`src/rtl/cpu_pkg.sv`:
```
// cpu_pkg: definitions shared by the program loader and the control unit.
//   - opcode_e     : instruction opcodes held in word[15:12]
//   - OP_HALT      : opcode that terminates a program image
//   - OP_MAX_VALID : highest opcode the control unit decodes
//   - LoaderState  : program_loader FSM states
// No ports; import with `import cpu_pkg::*;`.
package cpu_pkg;

    typedef enum logic [3:0] {
        NOOP  = 4'h0,
        STORE = 4'h1,
        LOAD  = 4'h2,
        ADD   = 4'h3,
        SUB   = 4'h4,
        HALT  = 4'h5
    } opcode_e;

    localparam logic [3:0] OP_HALT      = 4'(HALT);
    localparam logic [3:0] OP_MAX_VALID = 4'(HALT);

    typedef enum logic [2:0] {
        LD_IDLE,
        LD_HI,
        LD_LO,
        LD_WRITE,
        LD_FINISH,
        LD_RUN,
        LD_ERROR
    } LoaderState;

    function automatic logic opcode_is_valid(input logic [3:0] op);
        return op <= OP_MAX_VALID;
    endfunction

endpackage

```
`src/rtl/byte_pair_assembler.sv`:
```
// byte_pair_assembler: packs two stream bytes (high byte first) into a 16-bit word.
// Ports:
//   clk_i, rst_i : clock, asynchronous active-high reset (clears both bytes)
//   cap_hi_i     : load byte_i into word[15:8]
//   cap_lo_i     : load byte_i into word[7:0]
//   byte_i       : incoming stream byte
//   word_o       : assembled word, held until overwritten
module byte_pair_assembler (
    input  logic        clk_i,
    input  logic        rst_i,
    input  logic        cap_hi_i,
    input  logic        cap_lo_i,
    input  logic [7:0]  byte_i,
    output logic [15:0] word_o
);

    logic [7:0] hi_q, hi_d;
    logic [7:0] lo_q, lo_d;

    always_comb begin
        hi_d = cap_hi_i ? byte_i : hi_q;
        lo_d = cap_lo_i ? byte_i : lo_q;
    end

    always_ff @(posedge clk_i or posedge rst_i) begin
        if (rst_i) begin
            hi_q <= '0;
            lo_q <= '0;
        end else begin
            hi_q <= hi_d;
            lo_q <= lo_d;
        end
    end

    assign word_o = {hi_q, lo_q};

endmodule

```
`src/rtl/program_loader.sv`:
```
// program_loader: loads a byte stream into instruction memory and holds the CPU in reset
// until a program ending in HALT has been written.
// Ports:
//   Clk, Reset         : clock, asynchronous active-high reset
//   Start              : pulse that begins a load (ignored while Busy)
//   In_data/In_valid   : byte stream in, high byte of each word first
//   In_ready           : byte accepted on In_valid && In_ready
//   I_wr/I_addr/I_wdata: instruction memory write port
//   Cpu_ResetN         : registered active-low processor reset
//   Busy, Done, Err    : session status (Done is a one-cycle pulse, Err a level)
//   Word_count         : words written in the current session
// Build option: define LOADER_OPCODE_CHECK_EN to reject words with opcodes above HALT.
module program_loader
    import cpu_pkg::*;
#(
    parameter int unsigned ADDR_W = 7
) (
    input  logic              Clk,
    input  logic              Reset,
    input  logic              Start,
    input  logic [7:0]        In_data,
    input  logic              In_valid,
    output logic              In_ready,
    output logic              I_wr,
    output logic [ADDR_W-1:0] I_addr,
    output logic [15:0]       I_wdata,
    output logic              Cpu_ResetN,
    output logic              Busy,
    output logic              Done,
    output logic              Err,
    output logic [ADDR_W:0]   Word_count
);

    localparam logic [ADDR_W-1:0] ADDR_LAST = '1;

    LoaderState        state_q, state_d;
    logic [ADDR_W-1:0] addr_q, addr_d;
    logic [ADDR_W:0]   count_q, count_d;
    logic              resetn_q, resetn_d;

    logic [15:0] word;
    logic        hs;
    logic        word_ok;
    logic        is_halt;
    logic        last_addr;
    logic        wr_en;
    logic        start_session;

    assign hs        = In_valid && In_ready;
    assign is_halt   = (word[15:12] == OP_HALT);
    assign last_addr = (addr_q == ADDR_LAST);
`ifdef LOADER_OPCODE_CHECK_EN
    assign word_ok   = opcode_is_valid(word[15:12]);
`else
    assign word_ok   = 1'b1;
`endif
    assign wr_en         = (state_q == LD_WRITE) && word_ok;
    assign start_session = Start &&
                           (state_q == LD_IDLE || state_q == LD_RUN || state_q == LD_ERROR);

    byte_pair_assembler u_asm (
        .clk_i    (Clk),
        .rst_i    (Reset),
        .cap_hi_i (state_q == LD_HI && hs),
        .cap_lo_i (state_q == LD_LO && hs),
        .byte_i   (In_data),
        .word_o   (word)
    );

    // State and datapath registers
    always_ff @(posedge Clk or posedge Reset) begin
        if (Reset) begin
            state_q  <= LD_IDLE;
            addr_q   <= '0;
            count_q  <= '0;
            resetn_q <= 1'b0;
        end else begin
            state_q  <= state_d;
            addr_q   <= addr_d;
            count_q  <= count_d;
            resetn_q <= resetn_d;
        end
    end

    // Next state
    always_comb begin
        state_d = state_q;
        case (state_q)
            LD_IDLE, LD_RUN, LD_ERROR: if (Start) state_d = LD_HI;
            LD_HI:     if (hs) state_d = LD_LO;
            LD_LO:     if (hs) state_d = LD_WRITE;
            LD_WRITE: begin
                if (!word_ok)       state_d = LD_ERROR;
                else if (is_halt)   state_d = LD_FINISH;
                else if (last_addr) state_d = LD_ERROR;
                else                state_d = LD_HI;
            end
            LD_FINISH: state_d = LD_RUN;
            default:   state_d = LD_IDLE;
        endcase
    end

    // Counters; the address saturates at the last word instead of wrapping.
    always_comb begin
        addr_d  = addr_q;
        count_d = count_q;
        if (start_session) begin
            addr_d  = '0;
            count_d = '0;
        end else if (wr_en) begin
            count_d = count_q + 1'b1;
            if (!last_addr) addr_d = addr_q + 1'b1;
        end
    end

    // CPU reset released from a flop so it cannot glitch on state decode.
    assign resetn_d = (state_d == LD_RUN);

    // Outputs
    always_comb begin
        In_ready   = (state_q == LD_HI) || (state_q == LD_LO);
        I_wr       = wr_en;
        I_addr     = addr_q;
        I_wdata    = word;
        Busy       = (state_q == LD_HI) || (state_q == LD_LO) ||
                     (state_q == LD_WRITE) || (state_q == LD_FINISH);
        Done       = (state_q == LD_FINISH);
        Err        = (state_q == LD_ERROR);
        Cpu_ResetN = resetn_q;
        Word_count = count_q;
    end

endmodule
```
`config.mk`:
```
export PLATFORM = sky130hd
export DESIGN_NAME = program_loader
export DESIGN_NICKNAME = d
export VERILOG_FILES = /design/src/rtl/cpu_pkg.sv /design/src/rtl/byte_pair_assembler.sv /design/src/rtl/program_loader.sv
export SDC_FILE = /design/constraint.sdc
export NUM_CORES = 1
export LEC_CHECK = 0
export CAP_MARGIN = 40
export CORE_UTILIZATION = 39
export CTS_CLUSTER_SIZE = 28
export DETAILED_ROUTE_END_ITERATION = 8
export PLACE_DENSITY = 0.67
export SYNTH_ARGS = -nofsm -noshare
export SYNTH_HDL_FRONTEND = slang
export SYNTH_SLANG_ARGS = --single-unit
```
`constraint.sdc`:
```
create_clock -name Clk -period 2.6 [get_ports Clk]
set_input_delay 0.65 -clock Clk [delete_from_list [all_inputs] [get_ports Clk]]
set_output_delay 0.65 -clock Clk [all_outputs]
set_load 0.01 [all_outputs]
```
# Word level (Yosys, flattened, before mapping)
# Index checks and enable logic that the tools add are counted.
# totals
regBits,35
latchBits,0
mem_bits_rw,0
mem_bits_ro,0
input_bits,12
out_inout_bits,37
word_cells,42
n_memories,0
# classes
add_sub_neg,2
multipliers,0
div_mod_pow,0
n_lt_le_gt_ge,0
n_eq_ne,10
shift,0
n_mux,11
n_bitwise,0
reduce_logical,13
# ops
cell,count
7-bit two-way mux,3
8-bit two-way mux,2
3-bit two-way mux,5
3-bit case mux with 5 select lines,1
3-bit == test (second input constant),4
8-bit by 1-bit adder with 8-bit output (second input constant),1
7-bit by 1-bit adder with 7-bit output (second input constant),1
7-bit == test (second input constant),1
3-bit by 2-bit == test with 1-bit output (second input constant),2
1-bit logical OR,5
4-bit by 3-bit == test with 1-bit output (second input constant),1
1-bit logical AND,4
3-bit by 1-bit == test with 1-bit output (second input constant),1
3-bit zero test,1
3-bit OR reduction,1
2-bit by 1-bit inequality test with 1-bit output (second input constant),1
2-bit AND reduction,1
2-bit nonzero test,1

# Longest topological paths before layout
# Gate-level depths: netlist of the first run.
# logic_depth
depth_word,6
ltp_mapped,7
depth_no_buf,5

# Cells and area by module
# Synthesis of the first run repeated with hierarchy kept, for this count alone.
# hier_totals
hier_cells,153
hier_area_um2,1813.0
# modules_own_cells
module,n_inst,cells_each,area_each_um2,seq_area_each_um2
program_loader,1,118,1146.1,475.5
byte_pair_assembler,1,35,666.9,400.4

# Worst setup path before layout of the first run
# Ideal clock, no wire load.
# synth_path
path_kind,flip-flop to output port
startpoint,register state_q[2]
endpoint,output I_wr
arrival_time_ns,0.900
setup_slack_ns,1.050
path_stages_with_launch,5
cell_sequence,dfrtp_1 -> buf_6 -> nand3b_4 -> inv_1 -> buf_4
# synth_between
elab_chain_cells,1
# synth_rtl
element,line_no,source
"start, declared",program_loader.sv:36,"LoaderState state_q, state_d;"
"start signal, assigned",program_loader.sv:78,state_q <= state_d;
3-bit by 2-bit == test with 1-bit output,program_loader.sv:57,assign wr_en = (state_q == LD_WRITE) && word_ok;
"end, declared",program_loader.sv:24,"output logic I_wr,"
# Every way passes these cells.

# Worst setup path after layout of the first run
# layout_path
startpoint,register state_q[0]
endpoint,output In_ready
# layout_between
elab_chain_cells,2
# layout_rtl
element,line_no,source
3-bit by 1-bit == test with 1-bit output / 3-bit by 2-bit == test with 1-bit output (equally long branches),program_loader.sv:121,In_ready = (state_q == LD_HI) || (state_q == LD_LO);
1-bit logical OR (*),program_loader.sv:121,
"end, declared",program_loader.sv:23,"output logic In_ready,"
# Mark *: on every way between the ends. The rest lies on a longest branch, timed or not.

==> impl_metrics.tcl, run 1 <==
set metrics [dict create \
    synth_cell_types 33 \
    die_y_um 67.2 \
    cts_hold_buf 0 \
    status "completed" \
    yosys.area.top_type_share 0.529 \
    ys_ff_latch 35 \
    power_uw 2650 \
    finalClockSkew_ns 0.00438 \
    h-tree-depth 2 \
    synth.net_count 164 \
    overflow 0 \
    fmax_mhz 417 \
    drtPass1Iterations 4 \
    rsz0062_at_grt "false" \
    fillerInstances 351 \
    drive_above_1_share 0.153 \
    nets 215 \
    ant_nets 0 \
    tightest_slew_ns 0.469 \
    die_w_um 67.2 \
    regArea_um2 877 \
    cp.arrival_ns 1.75 \
    root_buffer "clkbuf_8" \
    layout_commonest_cell "clkdlybuf4s50_1" \
    wl_um 3570 \
    drv_cap 0 \
    gp_congestion 0.864 \
    synth_edf_count 0 \
    synth_warnings 0 \
    ios 49 \
    clock-sinks 35 \
    clk_latency_ns 0.29 \
    routed_via_density 5.04 \
    netlist_top_cells_area "dfrtp_1 (53%), mux2_2 (11%), nor2_1 (4.5%), xor2_1 (3.2%), a21oi_1 (2.4%)" \
    setup_ws_ns 0.200 \
    cts_tree "done" \
    grt_usage 0.188 \
    cts_buffers 5 \
    yosysSeqAreaShare 0.529 \
    netSwitchingPower_uw 871 \
    slew_headroom 0.683 \
    area_growth_pct 39.2 \
    clk_path_buf_depth 2 \
    clockPowerShare 0.220 \
    cp_max_fo 12 \
    dieArea_mm2 0.00451 \
    vias 1270 \
    drc 0 \
    hold_path_class "flop to flop" \
    drtIter0Drc 34 \
    ys.flop_type "dfrtp_1" \
    antenna_found_initial 0 \
    cp.required_ns 1.95 \
    drv_slew 0 \
    coreArea_mm2 0.00403 \
    crit_type "flop to primary output" \
    final_hold_viol_count 0 \
    finalSetupTns_ns 0 \
    port_buffers 48 \
    synth.avg_cell_area_um2 11.0 \
    swShare 0.329 \
    grt_pass1_wl_um 6180 \
    end_kind "primary output" \
    path_clk_slew_ns 0.07 \
    leakage_uw 0.000987 \
    internal_power_uw 1770 \
    syn_area_mm2 0.00166 \
    grt_max_degree 36 \
    initial_utilization 0.411 \
    layout_min_cycle_time_ns 2.40 \
    multi_input_area_um2 716 \
    irDropWorstVdd_v 0.000619 \
    grt_pass1_vias 1331 \
    startpoint_type "flop" \
    power_density_mw_per_mm2 1150 \
    final_cell_mix "clkdlybuf4s50_1 (48), dfrtp_1 (34), nor2_1 (20)" \
    min_period_over_period 0.923 \
    power_frac_comb 0.419 \
    hpwl_um 2530 \
    async_flop_share 1.00 \
    synth_cells 150 \
    finalSetupViolCount 0 \
    synth_largest_area_cell "dfrtp_1" \
    routedWlPerCell_um 14.2 \
    antenna_cells 0 \
    pre_cts_ws_ns 0.447 \
    power_frac_seq 0.362 \
    core.rowCount 23 \
]
[power by group through the flow]
stage	registers [uW]	clock network, uW	logic [uW]
after floorplan	977	0	568
after global placement	949	0	1100
after detailed placement	960	0	1110
after CTS	954	598	1120
after global routing	994	623	1210
final	957	581	1110
[state kept, by name, summed over array words and instances (netlist names)]
name	count
state_q	3
u_asm.hi_q	8
Word_count	8
I_addr	7
u_asm.lo_q	8
Cpu_ResetN	1
[repair_timing]
action,in CTS,in global routing
buffers inserted,0,0
endpoints found under the setup margin,0,1
gates resized for setup,0,1
[cells by family after synthesis]
logic type | share of synthesized area
AOI/OAI and AO/OA | 0.0597
xor gates and xnor gates | 0.0529
adders and majority gates | 0.0151
buffers and inverters | 0.0393
DFF | 0.529
muxes | 0.121
and+or+nand+nor | 0.184
[cell usage after synthesis (all sizes together), types with 2 or more instances]
cell	n
dfrtp	35
nor2	21
mux2	16
nand2	10
a21oi	8
buf	6
o21ai	6
xor2	6
inv	5
nor3	5
nand4	4
xnor2	4
nand2b	3
nand3	3
and2	2
ha	2
mux2i	2
nand3b	2
[final cells by class]
class | count | share of cell area
flip-flops and latches | 35 | 0.380
multi-input cells | 104 | 0.310
repair buffers | 50 | 0.215
clock buffers | 5 | 0.0298
clock inverters | 3 | 0.0293
well taps | 50 | 0.0271
inverters | 5 | 0.00814
[through the flow]
stage | hold slack [ns] | std cells | utilization | cell area (um^2)
3_3_place_gp | 0.492 | 244 | 0.538 | 2170
5_1_grt | 0.533 | 252 | 0.572 | 2310
2_1_floorplan | 0.546 | 150 | - | 1660
4_1_cts | 0.512 | 252 | 0.572 | 2300
6_report | 0.509 | 252 | 0.572 | 2310
3_5_place_dp | 0.497 | 244 | 0.538 | 2170
[path summary, 6_finish.rpt]
check,depth (start not counted),slack [ns],end,from
worst max-delay path,3,0.20,In_ready,state_q[0]
worst min-delay path,1,0.51,u_asm.lo_q[5],u_asm.lo_q[5]
worst max register to register,6,0.86,I_addr[5],state_q[1]
min in group asynchronous,3,0.76,I_addr[6],Reset
worst min register to register,1,0.51,u_asm.lo_q[5],u_asm.lo_q[5]
max in group asynchronous,3,1.51,state_q[2],Reset
[critical path, stage by stage (launching register included)]
cell and delay [ns]:
dfrtp_1 0.58, xor2_1 0.21, and2_1 0.14, clkdlybuf4s50_1 0.53
[layer usage]
metal / part of all wire / global-route usage / vias to the layer above
li1: - / - / 622
met3: 0.045 / 0.0473 / 9
met4: 0.020 / 0.0878 / 0
met1: 0.45 / 0.219 / 598
met5: 0 / 0 / -
met2: 0.49 / 0.323 / 41
No activity file was read; power rests on OpenSTA's default activity.
==> run 2, diff against run 1 <==
--- a/config.mk
+++ b/config.mk
@@ -6,10 +6,11 @@
 export NUM_CORES = 1
 export LEC_CHECK = 0
 export CAP_MARGIN = 40
-export CORE_UTILIZATION = 39
+export CORE_UTILIZATION = 45
 export CTS_CLUSTER_SIZE = 28
 export DETAILED_ROUTE_END_ITERATION = 8
-export PLACE_DENSITY = 0.67
+export PLACE_DENSITY = 0.76
+export REMOVE_ABC_BUFFERS = 1
 export SYNTH_ARGS = -nofsm -noshare
 export SYNTH_HDL_FRONTEND = slang
 export SYNTH_SLANG_ARGS = --single-unit
==> impl_metrics.tcl, run 2 (synthesis results as in run 1) <==
set metrics [dict create \
    status "completed" \
    routed_via_density 5.23 \
    nets 215 \
    grt_pass1_vias 1338 \
    slowest_delay_ns 0.62 \
    drive_above_1_share 0.149 \
    slew_headroom 0.685 \
    cts_resized 0 \
    die_y_um 62.7 \
    layout_min_cycle_time_ns 2.52 \
    coreArea_mm2 0.00344 \
    overflow 0 \
    crit_type "flop to primary output" \
    place_area_mm2 0.00216 \
    gp_congestion 0.819 \
    finalSetupTns_ns 0 \
    leakage_uw 0.000985 \
    drc 0 \
    final_cell_mix "clkdlybuf4s50_1 (48), dfrtp_1 (35), nor2_1 (20)" \
    cp.required_ns 1.95 \
    worstPathCellList "inv_1, nor3_1, clkdlybuf4s50_1" \
    grt_max_degree 36 \
    vias 1296 \
    grt_usage 0.193 \
    hpwl_um 2530 \
    antenna_cells 0 \
    irDropWorstVdd_v 0.000746 \
    min_period_over_period 0.968 \
    layout_commonest_cell "clkdlybuf4s50_1" \
    power_density_mw_per_mm2 1120 \
    cp.arrival_ns 1.87 \
    hold_path_class "flop to flop" \
    area_growth_pct 37.7 \
    grt_pass1_wl_um 5950 \
    drtIter0Drc 49 \
    routedWlPerCell_um 13.7 \
    clk_latency_ns 0.28 \
    finalClockSkew_ns 0.00907 \
    end_kind "primary output" \
    rsz0062_at_grt "false" \
    fillerInstances 275 \
    cp_slowest_cell "clkdlybuf4s50_1" \
    cts_buffers 5 \
    cts_tree "done" \
    final_hold_viol_count 0 \
    tightest_slew_ns 0.466 \
    root_buffer "clkbuf_8" \
    ios 49 \
    clk_path_buf_depth 2 \
    initial_utilization 0.481 \
    ant_nets 0 \
    startpoint_type "flop" \
    critPathBufInv 2 \
    fmax_mhz 397 \
    clock-sinks 35 \
    post_cts_buffers 0 \
    wl_um 3390 \
    finalSetupViolCount 0 \
    drv_slew 0 \
    cp_max_fo 10 \
    antenna_found_initial 0 \
    core.rowCount 21 \
    fin_cells 248 \
    fin_area_mm2 0.00228 \
    die_w_um 62.7 \
    place_inst 240 \
    dieArea_mm2 0.00393 \
    cts_hold_buf 0 \
    drv_cap 0 \
    path_delay_family "buffers and inverters" \
    port_buffers 48 \
    h-tree-depth 2 \
    path_clk_slew_ns 0.07 \
    drtPass1Iterations 4 \
    hold_ws_ns 0.508 \
]
run 2: through the flow:
step	utilization	power, uW	worst slack (ns)
2_1_floorplan	-	1490	0.988
3_3_place_gp	0.628	2040	0.542
3_5_place_dp	0.628	2090	0.428
4_1_cts	0.663	2590	0.122
5_1_grt	0.663	2740	0.00328
6_report	0.663	2560	0.0829
run 2: report_power, final:
part           total [uW]  leakage [uW]  switching [uW]  internal (uW)
combinational        1120      0.000479             470            648
sequential            951      0.000445             207            744
clock                 495     0.0000612             185            310
total                2560      0.000985             862           1700
run 2: final cells by class:
class / instances / area [um^2] / area share
Timing Repair Buffer: 50 / 495 / 0.217
Sequential cell: 35 / 876 / 0.384
Tap cell: 46 / 57.6 / 0.0252
Clock inverter: 2 / 35.0 / 0.0154
Multi-Input combinational cell: 104 / 716 / 0.314
Inverter: 5 / 18.8 / 0.00823
Clock buffer: 6 / 82.6 / 0.0362
run 2: final timing paths:
check	startpoint	end	slack, ns	cells past startpoint
max in group asynchronous	Reset	state_q[2]	1.52	3
min reg2reg	u_asm.lo_q[4]	u_asm.lo_q[4]	0.51	1
min	u_asm.lo_q[4]	u_asm.lo_q[4]	0.51	1
min in group asynchronous	Reset	I_addr[2]	0.76	3
max reg2reg	state_q[2]	I_addr[5]	0.86	6
max	state_q[2]	Done	0.08	3
run 2: per-layer routing:
layer  share of wire  GRT usage
met2            0.51      0.349
met3           0.066     0.0584
met1            0.42      0.218
met5               0          0
met4           0.011     0.0523
==> run 3, diff against run 2 <==
--- a/config.mk
+++ b/config.mk
@@ -11,6 +11,7 @@
 export DETAILED_ROUTE_END_ITERATION = 8
 export PLACE_DENSITY = 0.76
 export REMOVE_ABC_BUFFERS = 1
+export SETUP_SLACK_MARGIN = 0.5
 export SYNTH_ARGS = -nofsm -noshare
 export SYNTH_HDL_FRONTEND = slang
 export SYNTH_SLANG_ARGS = --single-unit
==> impl_metrics.tcl, run 3 (synthesis results as in run 1) <==
set metrics [dict create \
    fin_area_mm2 0.00238 \
    antenna_cells 0 \
    gp_congestion 0.819 \
    port_buffers 48 \
    grt_usage 0.208 \
    power_density_mw_per_mm2 1140 \
    dieArea_mm2 0.00393 \
    drtPass1Iterations 4 \
    die_w_um 62.7 \
    reg2reg_from "I_addr[0]" \
    wl_um 3780 \
    path_common_cell "nor2_1" \
    crit_type "flop to primary output" \
    status "completed" \
    final_hold_viol_count 0 \
    layout_min_cycle_time_ns 2.12 \
    ios 49 \
    finalSetupTns_ns 0 \
    nets 227 \
    final_util 0.691 \
    slowest_delay_ns 0.45 \
    clk_latency_ns 0.28 \
    vias 1379 \
    rsz0062_at_grt "true" \
    grt_max_degree 36 \
    grt_pass1_vias 1418 \
    slew_headroom 0.686 \
    holdPathEnd "u_asm.lo_q[4]" \
    cp_slowest_cell "dfrtp_2" \
    drive_above_1_share 0.224 \
    end_kind "primary output" \
    drv_slew 0 \
    worstPathCellList "buf_4, nor2_1, nor2_1, nor2_1, dlygate4sd2_1" \
    cp_max_fo 5 \
    path_clk_slew_ns 0.07 \
    cts_tree "done" \
    ff2ff_setup_slack_ns 0.92 \
    r2r-end "I_addr[1]" \
    r2r_cells 5 \
    hold_path_class "flop to flop" \
    clk_path_buf_depth 2 \
    min_from "u_asm.lo_q[4]" \
    antenna_found_initial 0 \
    initial_utilization 0.481 \
    hold_path_depth 1 \
    h-tree-depth 2 \
    finalSetupViolCount 0 \
    place_area_mm2 0.00216 \
    fmax_mhz 472 \
    min_period_over_period 0.815 \
    routedWlPerCell_um 14.5 \
    irDropWorstVdd_v 0.000746 \
    area_growth_pct 43.6 \
    coreArea_mm2 0.00344 \
    power_uw 2720 \
    grt_pass1_wl_um 6400 \
    startpoint_type "flop" \
    die_y_um 62.7 \
    cp.required_ns 1.95 \
    finalClockSkew_ns 0.00846 \
    hpwl_um 2530 \
    hold_ws_ns 0.508 \
    final_cell_mix "clkdlybuf4s50_1 (43), dfrtp_1 (32), nor2_1 (20)" \
    drv_cap 0 \
    core.rowCount 21 \
    leakage_uw 0.00105 \
    cp.arrival_ns 1.47 \
    clock-sinks 35 \
    drc 0 \
    routed_via_density 5.30 \
    layout_commonest_cell "clkdlybuf4s50_1" \
    overflow 0 \
    cts_buffers 5 \
    ant_nets 0 \
    tightest_slew_ns 0.464 \
    drtIter0Drc 63 \
    root_buffer "clkbuf_8" \
]
-- run 3: cell count changes in the layout (fill, tap and decap cells not counted), moves of 3 or more --
| cell | change |
|---|---|
| clkdlybuf4s50_1 | -5 |
| dfrtp_1 | -3 |
| buf_4 | +12 |
| dlygate4sd2_1 | +3 |
| dfrtp_2 | +3 |
-- run 3: stage by stage --
stage / cells / setup slack, ns
after global placement: 240 / 0.542
after floorplan: 144 / 0.988
final: 260 / 0.481
after CTS: 256 / 0.426
after detailed placement: 240 / 0.428
after global routing: 260 / 0.423
-- run 3: area by class of cell --
| class | count | area [um^2] |
|---|---|---|
| clock inverters | 2 | 35.0 |
| clock buffers | 6 | 82.6 |
| flip-flops and latches | 35 | 880 |
| multi-input cells | 104 | 728 |
| fillers | 263 | 1060 |
| inverters | 5 | 18.8 |
| repair buffers | 62 | 577 |
| well taps | 46 | 57.6 |
-- run 3: what timing repair did --
| item | CTS | global route |
|---|---|---|
| buffers inserted | 8 | 4 |
| hold buffers | 0 | 0 |
| pin swaps | 1 | 0 |
| gates resized for setup | 10 | 4 |
| setup endpoints to repair | 5 | 2 |
-- run 3: critical path, delay by kind of cell, from the launching register on --
family | cells | cell delay [ns]
AND/OR/NAND/NOR | 3 | 0.31
buffers and inverters | 2 | 0.44
flip-flops | 1 | 0.45
-- run 3: per-layer routing --
| layer | GRT usage | routed length, um | up-vias |
|---|---|---|---|
| met4 | 0.0727 | 81 | 0 |
| met1 | 0.237 | 1500 | 658 |
| met2 | 0.372 | 1930 | 73 |
| li1 | - | - | 638 |
| met5 | 0 | 0 | - |
| met3 | 0.0547 | 274 | 10 |
-- run 3: how the worst max path moves through the flow --
| stage | startpoint | to | slack, ns | cells after the start |
|---|---|---|---|---|
| finish | state_q[1] | Busy | 0.48 | 5 |
| CTS | state_q[0] | Done | 0.43 | 4 |
| floorplan | state_q[2] | I_addr[5] | 0.99 | 5 |
| detailed placement | state_q[2] | Done | 0.43 | 3 |
| global placement | state_q[2] | Done | 0.54 | 3 |
| global route | state_q[1] | In_ready | 0.42 | 4 |
-- run 3: power by group --
part           switching (uW)  total [uW]  internal [uW]
Clock                     189         500            310
Sequential                176         925            749
Combinational             563        1300            733
